==> src/rtl/note_player.sv <==
// Plays back the notes held by note_recorder, one note per beat, with a two-cycle fetch gap between notes.
// Define NOTE_PLAYER_LOOP_EN to repeat playback until stop or reset instead of finishing after one pass.
module note_player #(
  parameter int ADDR_W      = 7,
  parameter int NOTE_W      = 3,
  parameter int BEAT_CYCLES = 4
) (
  input  logic              clk,
  input  logic              reset,
  input  logic              start,
  input  logic              stop,
  input  logic [7:0]        rec_count,
  input  logic [NOTE_W-1:0] note_rd,
  output logic [ADDR_W-1:0] query,
  output logic [NOTE_W-1:0] tone,
  output logic              tone_valid,
  output logic              busy,
  output logic              done
);

  localparam int          LEN_W   = ADDR_W + 1;
  localparam int unsigned MAX_LEN = 1 << ADDR_W;

  typedef enum logic [2:0] {
    IDLE,
    FETCH,
    LOAD,
    PLAY,
    FIN
  } state_t;

  state_t            state_q;
  logic [LEN_W-1:0]  idx_q;
  logic [LEN_W-1:0]  len_q;
  logic [7:0]        beat_q;
  logic [ADDR_W-1:0] query_q;
  logic [NOTE_W-1:0] tone_q;
  logic              tone_valid_q;
  logic              busy_q;
  logic              done_q;
  logic [LEN_W-1:0]  idx_d;

  // idx is one bit wider than query so a full 2**ADDR_W-note recording ends without wrapping.
  assign idx_d = idx_q + LEN_W'(1);

  always_ff @(posedge clk or negedge reset) begin
    if (!reset) begin
      state_q      <= IDLE;
      idx_q        <= '0;
      len_q        <= '0;
      beat_q       <= '0;
      query_q      <= '0;
      tone_q       <= '0;
      tone_valid_q <= 1'b0;
      busy_q       <= 1'b0;
      done_q       <= 1'b0;
    end else begin
      done_q <= 1'b0;
      if (stop && (state_q != IDLE)) begin
        state_q      <= IDLE;
        idx_q        <= '0;
        query_q      <= '0;
        tone_q       <= '0;
        tone_valid_q <= 1'b0;
        busy_q       <= 1'b0;
      end else begin
        case (state_q)
          IDLE: begin
            if (start && !stop) begin
              busy_q  <= 1'b1;
              idx_q   <= '0;
              query_q <= '0;
              if (rec_count != 8'd0) begin
                if (32'(rec_count) > MAX_LEN) len_q <= LEN_W'(MAX_LEN);
                else                          len_q <= LEN_W'(rec_count);
                state_q <= FETCH;
              end else begin
                state_q <= FIN;
                done_q  <= 1'b1;
              end
            end
          end
          FETCH: state_q <= LOAD;
          // The extra settle cycle lets a registered recorder read land before sampling.
          LOAD: begin
            tone_q       <= note_rd;
            tone_valid_q <= (note_rd != '0);
            beat_q       <= '0;
            state_q      <= PLAY;
          end
          PLAY: begin
            if (beat_q == 8'(BEAT_CYCLES - 1)) begin
              tone_q       <= '0;
              tone_valid_q <= 1'b0;
              if (idx_d < len_q) begin
                idx_q   <= idx_d;
                query_q <= idx_d[ADDR_W-1:0];
                state_q <= FETCH;
              end else begin
`ifdef NOTE_PLAYER_LOOP_EN
                idx_q   <= '0;
                query_q <= '0;
                state_q <= FETCH;
`else
                query_q <= '0;
                done_q  <= 1'b1;
                state_q <= FIN;
`endif
              end
            end else begin
              beat_q <= beat_q + 8'd1;
            end
          end
          FIN: begin
            busy_q  <= 1'b0;
            query_q <= '0;
            state_q <= IDLE;
          end
          default: state_q <= IDLE;
        endcase
      end
    end
  end

  assign query      = query_q;
  assign tone       = tone_q;
  assign tone_valid = tone_valid_q;
  assign busy       = busy_q;
  assign done       = done_q;

endmodule

==> config.mk <==
export PLATFORM = sky130hd
export DESIGN_NAME = note_player
export DESIGN_NICKNAME = d
export VERILOG_FILES = /design/src/rtl/note_player.sv
export SDC_FILE = /design/constraint.sdc
export NUM_CORES = 1
export LEC_CHECK = 0
export CORE_MARGIN = 4
export CORE_UTILIZATION = 56
export CTS_BUF_LIST = sky130_fd_sc_hd__clkbuf_16
export DETAILED_ROUTE_END_ITERATION = 8
export GPL_ROUTABILITY_DRIVEN = 0
export PLACE_DENSITY = 0.8
export SLEW_MARGIN = 20
export SYNTH_ARGS = -nofsm -noshare
export SYNTH_HDL_FRONTEND = slang
export SYNTH_SLANG_ARGS = --single-unit
export TNS_END_PERCENT = 20
==> constraint.sdc <==
create_clock -name clk -period 3.26 [get_ports clk]
set_input_delay 0.652 -clock clk [delete_from_list [all_inputs] [get_ports clk]]
set_output_delay 0.652 -clock clk [all_outputs]
set_load 0.03 [all_outputs]
Word-level counts from Yosys, hierarchy flattened
Cells that the tools add are included.

storage, ports and cells
  bits in registers = 40
  bits of input ports = 15
  output and inout port bits = 13
  word-level logic and storage cells = 76

cells by class
  add/subtract/negate cells = 2
  magnitude comparators = 2
  equality and inequality tests = 9
  multiplexer cells = 34
  bitwise operators = 1
  reductions and logical operators = 19

operators by type and width
  kind                                                  count
  two-way mux 8 bit                                     6
  one-hot mux 8 bit (2 select lines)                    2
  two-way mux 7 bit                                     4
  two-way mux 3 bit                                     7
  one-hot mux 7 bit (3 select lines)                    1
  adder 8 x 1 -> 8 bit, second input constant           2
  nonzero test 3 bit                                    5
  one-hot mux 3 bit (4 select lines)                    1
  two-way mux 1 bit                                     9
  inequality test 3 bit, second input constant          3
  equality test 8 x 2 -> 1 bit, second input constant   1
  greater-than comparator 8 bit, second input constant  1
  < comparator 8 bit                                    1
  AND reduction 4 bit                                   2
  nonzero test 8 bit                                    1
  equality test 3 x 2 -> 1 bit, second input constant   2
  one-hot mux 1 bit (2 select lines)                    3
  one-hot mux 3 bit (2 select lines)                    1
  AND reduction 2 bit                                   3
  AND reduction 3 bit                                   2
  nonzero test 4 bit                                    1
  equality test 3 x 1 -> 1 bit, second input constant   1
  equality test 3 bit, second input constant            1
  logical NOT 3 bit                                     1
  other kinds (5)                                       6

Depth between registers and ports, before layout
  depth after elaboration = 6
  gate-level depth with buffers = 11

Worst setup path before layout
No wires, ideal clock.

  path kind = flip-flop to flip-flop
  from = reg idx_q[2]
  to = reg idx_q[4]
  data arrival time = 2593 ps
  slack = 536 ps
  cell stages (with the launch flop) = 12
  cell sequence = dfrtp_1 > and3_1 > and3_1 > clkbuf_1 > and4_1 > or2_2 > ha_1 > a21oi_1 > o21ai_0 > a22oi_2 > a311o_1 > o211ai_1

on the way
  cells in the longest elaborated chain, start to end = 5
  elaborated cells between the ends (all ways) = 8
  classes of those cells = add/sub: 1; order compare: 1; eq/ne: 1; mux: 4; reduce/logical: 1

RTL lines
  what                                                                        line  source
  start, declared                                                             33    logic [LEN_W-1:0] idx_q;
  start signal, assigned                                                      96    idx_q <= idx_d;
  adder 8 x 1 -> 8 bit *                                                      44    assign idx_d = idx_q + LEN_W'(1);
  parallel branches: the longest is 4 deep, another holds < comparator 8 bit  --

Every way passes the cells marked *. The select of a mux whose other input is x is not followed.
A chain may end at the register's enable or synchronous reset.

Worst setup path in the final report
Ends and elaborated chain as after synthesis.

==> impl_metrics.toml <==
[sta]
tightest_slew_ps = 897.5
worst_clock_skew_ps = 6.299
max_freq_mhz = 334.3
setup_tns_ps = 0
fin_crit_ps = 2991
whs_ps = 461.8
setup-violations-final = 0
rsz0062_at_grt = "no"
setup_ws_ps = 269.1
period_share_pct = 91.75
finalHoldViolations = 0
max_slew_margin_pct = 40.17
drv_slew = 0

[global_routing]
grt_pass1_vias = 1788
grt_usage_pct = 20.13
grt_overflow = 0
grt_pass1_wl_um = 8342
antenna_found_initial = 0
grt_start_max_net_pins = 41

[place]
placed_area_um2 = 2668
io_buffers = 27
pre_cts_slack_ps = 299.6
placed_cells = 315
hpwl_um = 3556

[power_and_ir_drop]
combPwrFrac_pct = 25.9
clkPwrFrac_pct = 34.1
p_leak_uw = 0.001280
sw_frac_of_total_pct = 30.73
netSwitchingPower_uw = 491.8
power.density_nw_per_um2 = 565.1
seqPwrFrac_pct = 40.1
internal-power_uw = 1108
peakVddDrop_uv = 304.9

[critical_path]
r2r_start = "idx_q[2]"
rr_endpoint = "idx_q[4]"
cp.arrival_ps = 3150
r2r_cells = 10
crit_path_max_fanout = 9
cp-start-kind = "register"
path_class = "register to register"
rrSetupSlack_ps = 270
cp.required_ps = 3410
worstSetupEndpointType = "register"

[clocking]
htree_levels = 2
cts_sinks = 40
clk-insertion-delay-late_ps = 280
tritoncts = "done"
numCtsBuffers = 5
cts_hold_buf = 0
post_cts_buffers = 0
cts_resized = 0
cts_buffer_depth = 2
root_buffer = "clkbuf_16"
clk_pin_slew_worst_paths_ps = 60

[die]
initial_core_util_pct = 58.34
rows = 23
die_y_um = 73.02
io_pins = 28
core_area_um2 = 4058
die_x_um = 73.02
dieArea_um2 = 5331

[drt]
drtIter0Drc = 184
viasPerCell = 5.885
drc = 0
drtPass1Iterations = 4
ant_nets = 0
vias = 1901
wirelength_um = 4971
wl_per_cell_um = 15.39

[layout]
nets = 296
fillers = 322
diodes = 0
syn_to_final_growth_pct = 19.61
final_cells = 323
fin_area_um2 = 2831
drive_above_1_share_pct = 12.45

[synth]
ys_top_cells_by_area = "dfrtp_1, a22o_1, ha_1"
ys_top_cells_by_count = "dfrtp_1, inv_1, nand2_1"
synth_largest_area_cell = "dfrtp_1"
yosysMostFrequentCell = "dfrtp_1"
netlist_instances = 246
avgSynthCellArea_um2 = 9.623
synth_seq_cells = 40
yosysWarnings = 0
async_flop_share_pct = 100.0
netlist_area_um2 = 2367
synth_edf_count = 0
post-synth-top-area-fraction_pct = 42.28
ys_seq_area_share_pct = 42.28
synth-main-ff-cell = "dfrtp_1"
syn-num-nets = 270
ys_types = 55

[run_status]
run_status = "finished clean"

[min_path]
hold_end = "len_q[0]"
min_path_cells = 2
hold_class = "register to register"
min-delay-start = "len_q[0]"

[run]
max_cap_violations = 0
-- power by group through the flow --
stage	sequential (µW)	combinational (µW)	clock, µW
after floorplan	677	243	0
after global routing	656	456	573
final	641	414	545
after detailed placement	649	414	0
after CTS	641	417	549
after global placement	644	407	0
-- state kept, by name (all words and copies together), names as in the netlist --
| signal | count |
|---|---|
| beat_q | 8 |
| idx_q | 8 |
| len_q | 8 |
| query | 7 |
| state_q | 3 |
| tone | 3 |
| busy | 1 |
| done | 1 |
| tone_valid | 1 |
-- through the flow --
step / utilization (%) / power [µW]
floorplan: - / 920.8
global placement: 65.74 / 1052
detailed placement: 65.74 / 1063
CTS: 69.78 / 1608
global route: 69.78 / 1684
finish: 69.78 / 1600
-- critical path, stage by stage, from the launching register on --
cell and delay (ps):
dfrtp_1 430, and3_1 220, and3_1 240, and4_1 240
or2_2 280, ha_1 320, a21oi_1 160, o21ai_0 180
a22oi_2 480, a311o_1 240, o211ai_1 90
-- worst max-delay path by stage --
stage	start	endpoint	slack, ps
3_5_place_dp	idx_q[2]	idx_q[4]	300
2_1_floorplan	idx_q[2]	idx_q[4]	540
4_1_cts	idx_q[2]	query[1]	290
6_report	idx_q[2]	idx_q[4]	270
3_3_place_gp	idx_q[2]	idx_q[4]	450
5_1_grt	idx_q[2]	query[1]	100
-- area by class of cell --
cell class / instances / area, µm² / share of cell area [%]
sequential: 40 / 1001 / 35.35
timing repair buffer: 28 / 272.8 / 9.633
clock inverter: 3 / 38.79 / 1.370
tap: 50 / 62.56 / 2.209
multi-input combinational: 178 / 1260 / 44.50
inverter: 19 / 71.32 / 2.519
clock buffer: 5 / 125.1 / 4.419
-- metal layers --
layer,wire length [µm],part of all wire (%),global-route usage [%],vias to the layer above
li1,-,-,-,959
met1,2384,48,27.69,899
met2,2329,47,31.08,37
met3,198,4.0,4.545,6
met4,58,1.2,6.967,0
met5,0,0,0,-
-- cells in the final DEF, fill, tap and decap left out, drive strengths merged, types with 2 or more instances in the layout --
master and instances:
dfrtp 40, clkdlybuf4s50 26, inv 20, o21ai 20
nand2 18, a22o 17, nor2 12, nand3 9
ha 9, nand2b 7, a21oi 6, nor3 6
nand4 5, nand3b 5, o211ai 5, clkbuf 5
and3 5, mux2 5, and2 4, or2 4
or4 4, nor2b 4, a31oi 3, a21o 3
mux2i 3, o31ai 3, xor2 2, xnor2 2
o21a 2, or3 2, nor4 2, buf 2
-- logic make-up after synthesis --
logic type	count (synthesis)	share of synthesized area (%)
AOI/OAI and AO/OA	68	21.41
buffers and inverters	28	4.493
xor gates and xnor gates	4	1.480
adders and majority gates	9	4.757
muxes	8	3.805
DFF	40	42.28
and+or+nand+nor	89	21.78
(Power assumes the default switching activity.)
